--- src/rtl/legacy_chunk_deser_pkg.sv ---
// Shared state encodings and default geometry for the legacy chunk deserializer.
package legacy_chunk_deser_pkg;

  typedef enum logic {
    ST_EMPTY = 1'b0,
    ST_FILL  = 1'b1
  } st_e;

  localparam int AW_DEF     = 4;
  localparam int NCHUNK_DEF = 4;
  localparam int CW_DEF     = 3;

endpackage

--- src/rtl/legacy_chunk_deser_hold_reg.sv ---
// One-entry valid/ready holding register; it reloads in the same cycle it drains.
// Payload is stable while out_valid is high and out_ready is low.
module legacy_hold_reg #(
  parameter int PW = 20
) (
  input  logic          clk,
  input  logic          rstn,
  input  logic          in_valid,
  output logic          in_ready,
  input  logic [PW-1:0] in_data,
  output logic          out_valid,
  input  logic          out_ready,
  output logic [PW-1:0] out_data
);

  logic          r_vld;
  logic [PW-1:0] r_dat;

  assign in_ready  = !r_vld || out_ready;
  assign out_valid = r_vld;
  assign out_data  = r_dat;

  always_ff @(posedge clk or negedge rstn) begin
    if (!rstn) begin
      r_vld <= 1'b0;
      r_dat <= '0;
    end else if (in_valid && in_ready) begin
      r_vld <= 1'b1;
      r_dat <= in_data;
    end else if (out_ready) begin
      r_vld <= 1'b0;
    end
  end

endmodule

--- src/rtl/legacy_chunk_deser.sv ---
// Reassembles AW-bit chunks (LSB first) into WW-bit words, closed by NCHUNK beats or in_last.
// Output goes through a one-entry holding register; one cycle from completing beat to out_valid.
module legacy_chunk_deser
  import legacy_chunk_deser_pkg::*;
#(
  parameter int AW     = AW_DEF,
  parameter int NCHUNK = NCHUNK_DEF,
  parameter int CW     = CW_DEF
) (
  input  logic                 clk,
  input  logic                 rstn,
  input  logic                 flush,
  input  logic                 in_valid,
  output logic                 in_ready,
  input  logic [AW-1:0]        in_data,
  input  logic                 in_last,
  output logic                 out_valid,
  input  logic                 out_ready,
  output logic [AW*NCHUNK-1:0] out_data,
  output logic [CW-1:0]        out_cnt,
  output logic                 out_last
);

  localparam int WW = AW * NCHUNK;
  localparam int IW = $clog2(NCHUNK);
  localparam int PW = WW + CW + 1;

  st_e           r_st, w_st_nxt;
  logic [IW-1:0] r_idx, w_idx_nxt;
  logic [WW-1:0] r_asm, w_asm_nxt, w_word;
  logic          w_hold_rdy, w_fire, w_end, w_done;
  logic [PW-1:0] w_pay_in, w_pay_out;

  // Ready never looks at in_valid/in_last, so upstream can rely on it combinationally.
  assign in_ready = rstn && !flush && w_hold_rdy;
  assign w_fire   = in_valid && in_ready;
  assign w_end    = in_last || (r_idx == IW'(NCHUNK - 1));
  assign w_done   = w_fire && w_end;

  always_ff @(posedge clk or negedge rstn) begin
    if (!rstn) r_st <= ST_EMPTY;
    else       r_st <= w_st_nxt;
  end

  always_comb begin
    w_st_nxt = r_st;
    if (flush)       w_st_nxt = ST_EMPTY;
    else if (w_fire) w_st_nxt = w_end ? ST_EMPTY : ST_FILL;
  end

  always_comb begin
    w_idx_nxt = r_idx;
    w_asm_nxt = r_asm;
    w_word    = '0;
    for (int k = 0; k < NCHUNK; k++) begin
      if (k < int'(r_idx))       w_word[k*AW +: AW] = r_asm[k*AW +: AW];
      else if (k == int'(r_idx)) w_word[k*AW +: AW] = in_data;
    end
    if (flush || w_done) begin
      w_idx_nxt = '0;
      w_asm_nxt = '0;
    end else if (w_fire) begin
      w_idx_nxt = r_idx + IW'(1);
      w_asm_nxt = w_word;
    end
  end

  always_ff @(posedge clk or negedge rstn) begin
    if (!rstn) begin
      r_idx <= '0;
      r_asm <= '0;
    end else begin
      r_idx <= w_idx_nxt;
      r_asm <= w_asm_nxt;
    end
  end

  assign w_pay_in = {w_word, CW'(r_idx) + CW'(1), in_last};

  legacy_hold_reg #(.PW(PW)) u_hold (
    .clk       (clk),
    .rstn      (rstn),
    .in_valid  (w_done),
    .in_ready  (w_hold_rdy),
    .in_data   (w_pay_in),
    .out_valid (out_valid),
    .out_ready (out_ready),
    .out_data  (w_pay_out)
  );

  assign {out_data, out_cnt, out_last} = w_pay_out;

endmodule

--- config.mk ---
export PLATFORM = sky130hd
export DESIGN_NAME = legacy_chunk_deser
export DESIGN_NICKNAME = d
export VERILOG_FILES = /design/src/rtl/legacy_chunk_deser_pkg.sv /design/src/rtl/legacy_chunk_deser_hold_reg.sv /design/src/rtl/legacy_chunk_deser.sv
export SDC_FILE = /design/constraint.sdc
export NUM_CORES = 1
export LEC_CHECK = 0
export ABC_AREA = 0
export CAP_MARGIN = 20
export CORE_AREA = 3 3 52 77
export DETAILED_ROUTE_END_ITERATION = 8
export DIE_AREA = 0 0 55 80
export PLACE_DENSITY = 0.88
export RECOVER_POWER = 50
export SLEW_MARGIN = 15
export SYNTH_ARGS = -nofsm -noshare
export SYNTH_HDL_FRONTEND = slang
export SYNTH_SLANG_ARGS = --single-unit
--- constraint.sdc ---
create_clock -name clk -period 4.8 [get_ports clk]
set_clock_uncertainty 0.2 [all_clocks]
set_input_delay 0.48 -clock clk [delete_from_list [all_inputs] [get_ports clk]]
set_output_delay 0.48 -clock clk [all_outputs]
set_load 0.05 [all_outputs]
==> impl_metrics.toml, run 1 <==
[global_route]
grt-ovfl-total = 0
track_usage_pct = 20.2
grt_pass1_vias = 1399
grt_max_degree = 46
grt_pass1_wl_mm = 6.44
antenna_found_initial = 0

[timing]
fin_setup_tns_ps = 0
hold_viol = 0
finalMaxSlewViolations = 0
fin_ws_ps = 1880
rsz0062_at_grt = "no"
fin_crit_sh_pct = 60.8
worst_pin_slew_ps = 720
max_freq_mhz = 343
finalSetupViolations = 0
fin_crit_ps = 2920
max_slew_margin_pct = 52.0

[drt]
detail_route.wl_per_cell_um = 15.9
drc = 0
vias_per_cell = 5.97
drtAntennaViolNets = 0
drt-total-wl_mm = 3.82
dr.pass1.iters = 4
vias = 1439
initialDrtViolationCount = 33

[cells_and_area]
area_delta_synth_final_pct = 21.3
finalNetCount = 214
multi_input_area_um2 = 838
nFillCells = 286
drive_gt1_share_pct = 17.6
seqCellArea_um2 = 876
diodes = 0

[synth]
synth_nets = 186
synthTopCellsByArea = "dfrtp_1 (48%), mux2_2 (5.5%), mux2_4 (4.1%)"
synth_cells = 171
synth_async_sr_flop_share_pct = 100
synth_area_um2 = 1840
synth_edf_count = 0
yosys_register_bits = 35
yosys_most_used_dff = "dfrtp_1"
synth.top_cell.area_share_pct = 47.6
synth_common_cells = "dfrtp_1 (35), nand2_1 (20), inv_1 (14)"
synth.most_common_cell = "dfrtp_1"
ys_warn_count = 0
synth_cell_types = 34
avgSynthCellArea_um2 = 10.8
synth_top_area_cell = "dfrtp_1"
synth.yosys.seq_area_share_pct = 47.6

[worst_setup_path]
critPathRequiredTime_ps = 4120
slowest_stage = "clkdlybuf4s50_1"
critPathMostFrequentCell = "clkdlybuf4s50_1"
path_class = "input port to output pin"
cpPeakStageDelay_ps = 810
start_kind = "input port"
worstPathCellList = "clkdlybuf4s50_1 -> buf_4 -> nand2b_1 -> nor2_1 -> clkdlybuf4s50_1"
cp_top_family = "buffers and inverters"
cp-end-kind = "output pin"
worstPathArrival_ps = 2240
worst-path-buf-inv = 3
path_max_fanout = 23

[clock_network]
clkTransAtPathRegs_ps = 70
post_cts_buffers = 0
cts_resized = 0
clk_latency_ps = 290
htreeDepth = 2
cts_sinks = 35
cts_tree = "yes"
cts_buffer_depth = 2
root_buffer = "clkbuf_8"
cts_hold_buf = 0
numCtsBuffers = 5

[die]
die_h_um = 80
dieWidth_um = 55
rows = 26
pin_count = 32
start_util_pct = 53.4
core_um2 = 3450
die_area_um2 = 4400

[placement]
portBuffers = 31
place_congestion = 0.788
hpwl_mm = 2.50
dp_slack_ps = 1800

[power_and_ir_drop]
clkPwrFrac_pct = 32.8
power.switching_uw = 191
seqPwrFrac_pct = 48.1
ir_worst_vdd_uv = 315
p_int_uw = 462
combPwrFrac_pct = 19.1
sw_frac_of_total_pct = 29.3
total_power_uw = 654
p_per_area_nw_per_um2 = 292
p_leak_uw = 0.000967

[status]
run_status = "completed"

[hold_path]
hold_path_class = "input port to async pin"

[run]
maxCapViolCount = 0
==> final timing paths <==
path	start	end	slack (ps)	cells past startpoint
worst max-delay path	flush	in_ready	1880	5
worst min-delay path	rstn	u_hold.out_data[15]$_DFFE_PN0P_	50	2
worst max register to register	r_idx[1]$_DFFE_PN0P_	u_hold.out_data[12]$_DFFE_PN0P_	2260	4
worst min register to register	u_hold.out_data[16]$_DFFE_PN0P_	u_hold.out_data[16]$_DFFE_PN0P_	290	1
max in group asynchronous	rstn	u_hold.out_data[4]$_DFFE_PN0P_	3990	2
min in group clk	u_hold.out_data[16]$_DFFE_PN0P_	u_hold.out_data[16]$_DFFE_PN0P_	290	1
==> routing by layer <==
metal  up-vias  GRT usage, %  wire, µm
li1        681             -         -
met1       714          25.3      1640
met2        39          31.2      1940
met3         5          5.79       181
met4         0          9.25        56
met5         -             0         0
==> per-stage QoR <==
step                      util, %  cell area, µm²  cells  hold WS, ps
final                        64.8            2230    241         46.3
after global routing         64.8            2230    241         85.6
after CTS                    64.6            2230    240         58.6
after detailed placement     62.0            2140    233          284
after global placement       62.0            2140    233          279
after floorplan                 -            1840    171        -15.6
==> layout by cell type (no fill, tap or decap), drive strengths merged, types with 3 or more instances in the layout <==
cell	synthesis	layout
dfrtp	35	35
nand4	8	8
buf	7	4
mux2	14	14
a32o	4	4
nor4b	3	3
o21ai	11	11
nand2	20	20
clkdlybuf4s50	0	20
clkbuf	6	6
a311oi	8	8
o311ai	3	3
dlygate4sd3	0	10
or4	3	3
inv	14	14
nand2b	3	3
ha	5	5
a31o	8	8
==> flip-flops by register name, indices dropped and copies added, names as in the netlist <==
| name | cells |
|---|---|
| u_hold.out_data | 20 |
| r_idx | 2 |
| r_asm | 12 |
| u_hold.out_valid | 1 |
==> cell families after synthesis <==
kind of cell | Yosys count | share of synthesized area [%]
simple gates | 47 | 14.7
compound gates | 43 | 17.9
flops | 35 | 47.6
buf+inv | 27 | 6.93
mux | 14 | 9.58
fa+ha+maj | 5 | 3.40
==> layout make-up <==
type                    count  share of cell area [%]
flip-flops and latches     35                    39.2
multi-input cells         109                    37.5
repair buffers             34                    14.7
clock buffers               6                    3.70
inverters                  14                    2.35
well taps                  42                    2.35
clock inverters             1                   0.224
==> power by group through the flow <==
stage          combinational (µW)  clock, µW  sequential [µW]
2_1_floorplan                37.2          0              362
3_3_place_gp                  125          0              320
3_5_place_dp                  127          0              320
4_1_cts                       127        219              315
5_1_grt                       132        229              317
6_report                      125        214              315
Note: power is estimated with default switching activity, not from simulation.
==> run 2, diff against run 1 <==
--- a/config.mk
+++ b/config.mk
@@ -7,10 +7,10 @@
 export LEC_CHECK = 0
 export ABC_AREA = 0
 export CAP_MARGIN = 20
-export CORE_AREA = 3 3 52 77
+export CORE_AREA = 3 3 53 79
 export DETAILED_ROUTE_END_ITERATION = 8
-export DIE_AREA = 0 0 55 80
-export PLACE_DENSITY = 0.88
+export DIE_AREA = 0 0 56 82
+export PLACE_DENSITY = 0.85
 export RECOVER_POWER = 50
 export SLEW_MARGIN = 15
 export SYNTH_ARGS = -nofsm -noshare
==> constraint.sdc (replaced) <==
create_clock -name clk -period 2.9 [get_ports clk]
set_clock_uncertainty 0.2 [all_clocks]
set_input_delay 0.29 -clock clk [delete_from_list [all_inputs] [get_ports clk]]
set_output_delay 0.29 -clock clk [all_outputs]
set_load 0.05 [all_outputs]
==> impl_metrics.toml, run 2 (synthesis gave the netlist of run 1 again) <==
[clock_network]
htreeDepth = 2
numCtsBuffers = 5
cts_tree = "yes"
root_buffer = "clkbuf_8"
cts_sinks = 35
clk_latency_ps = 280
clkTransAtPathRegs_ps = 60
cts_buffer_depth = 2

[power_and_ir_drop]
total_power_uw = 1050
p_leak_uw = 0.000975
ir_worst_vdd_uv = 297
p_per_area_nw_per_um2 = 466

[run]
maxCapViolCount = 0

[timing]
fin_crit_ps = 2560
finalSetupViolations = 0
fin_crit_sh_pct = 88.4
max_freq_mhz = 390
worst_pin_slew_ps = 583
hold_viol = 0
finalMaxSlewViolations = 0
rsz0062_at_grt = "no"
fin_setup_tns_ps = 0
max_slew_margin_pct = 61.0

[hold_path]
hold_path_class = "register to register"
min-delay-start = "u_hold.out_data[17]$_DFFE_PN0P_"

[die]
dieWidth_um = 56
start_util_pct = 50.5
pin_count = 32
core_um2 = 3650
die_area_um2 = 4590
die_h_um = 82
rows = 27

[cells_and_area]
finalNonFillerCells = 245
drive_gt1_share_pct = 17.8
diodes = 0
mostFrequentLayoutCells = "dfrtp_1 (35), nand2_1 (20), clkdlybuf4s50_1 (18), inv_1 (14), dlygate4sd3_1 (12)"
nFillCells = 307
utilization_pct = 61.7
multi_input_area_um2 = 838
area_delta_synth_final_pct = 22.1
seqCellArea_um2 = 876
largest_reg_flops = 20
layout_commonest_cell = "dfrtp_1"
finalNetCount = 218

[drt]
drt-total-wl_mm = 4.12
initialDrtViolationCount = 103
detail_route.wl_per_cell_um = 16.8
drtAntennaViolNets = 0
vias_per_cell = 5.93
vias = 1454
dr.pass1.iters = 4
drc = 0

[global_route]
grt-ovfl-total = 0
track_usage_pct = 19.1
grt_pass1_wl_mm = 6.72
grt_max_degree = 45
grt_pass1_vias = 1409
antenna_found_initial = 0

[worst_setup_path]
path_class = "input port to output pin"
start_kind = "input port"
critPathRequiredTime_ps = 2410
worstPathArrival_ps = 2070
path_max_fanout = 44
crit-reg2reg-launch = "r_idx[1]$_DFFE_PN0P_"
cp-startpoint = "rstn"
cp-end-kind = "output pin"

[placement]
place_congestion = 0.814
hpwl_mm = 2.86
post-place-cells = 238
portBuffers = 31

[status]
run_status = "completed"
==> run 2: per-layer routing <==
metal / track usage, % / up-vias / part of all wire [%]
li1: - / 694 / -
met1: 22.8 / 691 / 40
met2: 32.8 / 61 / 52
met3: 4.87 / 8 / 6.3
met4: 7.84 / 0 / 1.9
met5: 0 / - / 0
==> run 2: power by group <==
group	internal (µW)	leakage, µW	total [µW]	switching (µW)
Combinational	71.4	0.000468	212	140
Sequential	510	0.000470	522	11.8
Clock	160	0.0000371	314	155
==> run 2: cell type report <==
type	instances	area share, %
Sequential cell	35	38.9
Multi-Input combinational cell	109	37.3
Timing Repair Buffer	38	15.9
Clock buffer	6	3.23
Tap cell	43	2.39
Inverter	14	2.34
==> run 2: timing repair <==
action / CTS / global route
hold buffers: 1 / 0
buffers inserted: 0 / 0
resized for setup: 0 / 0
endpoints found under the hold margin: 35 / 0
==> run 2: path summary, 6_finish.rpt <==
kind	endpoint	slack, ps	cells past startpoint
worst max-delay path	in_ready	340	6
max in group asynchronous	u_hold.out_data[0]$_DFFE_PN0P_	1640	3
worst min register to register	u_hold.out_data[17]$_DFFE_PN0P_	280	1
worst min-delay path	u_hold.out_data[17]$_DFFE_PN0P_	280	1
worst max register to register	u_hold.out_data[11]$_DFFE_PN0P_	490	4
min in group asynchronous	u_hold.out_data[13]$_DFFE_PN0P_	500	3
==> run 2: metrics by stage <==
| step | worst slack, ps | hold slack (ps) | instance area [µm²] |
|---|---|---|---|
| 2_1_floorplan | 933 | -206 | 1840 |
| 3_3_place_gp | 563 | 225 | 2170 |
| 3_5_place_dp | 494 | 238 | 2170 |
| 4_1_cts | 365 | 297 | 2250 |
| 5_1_grt | 182 | 310 | 2250 |
| 6_report | 337 | 283 | 2250 |
==> run 2: worst max-delay path, cell delays in order <==
cell and delay (ps):
dlygate4sd3_1 520, clkbuf_1 150, buf_4 460, nand2b_1 220, nor2_1 180, buf_4 220
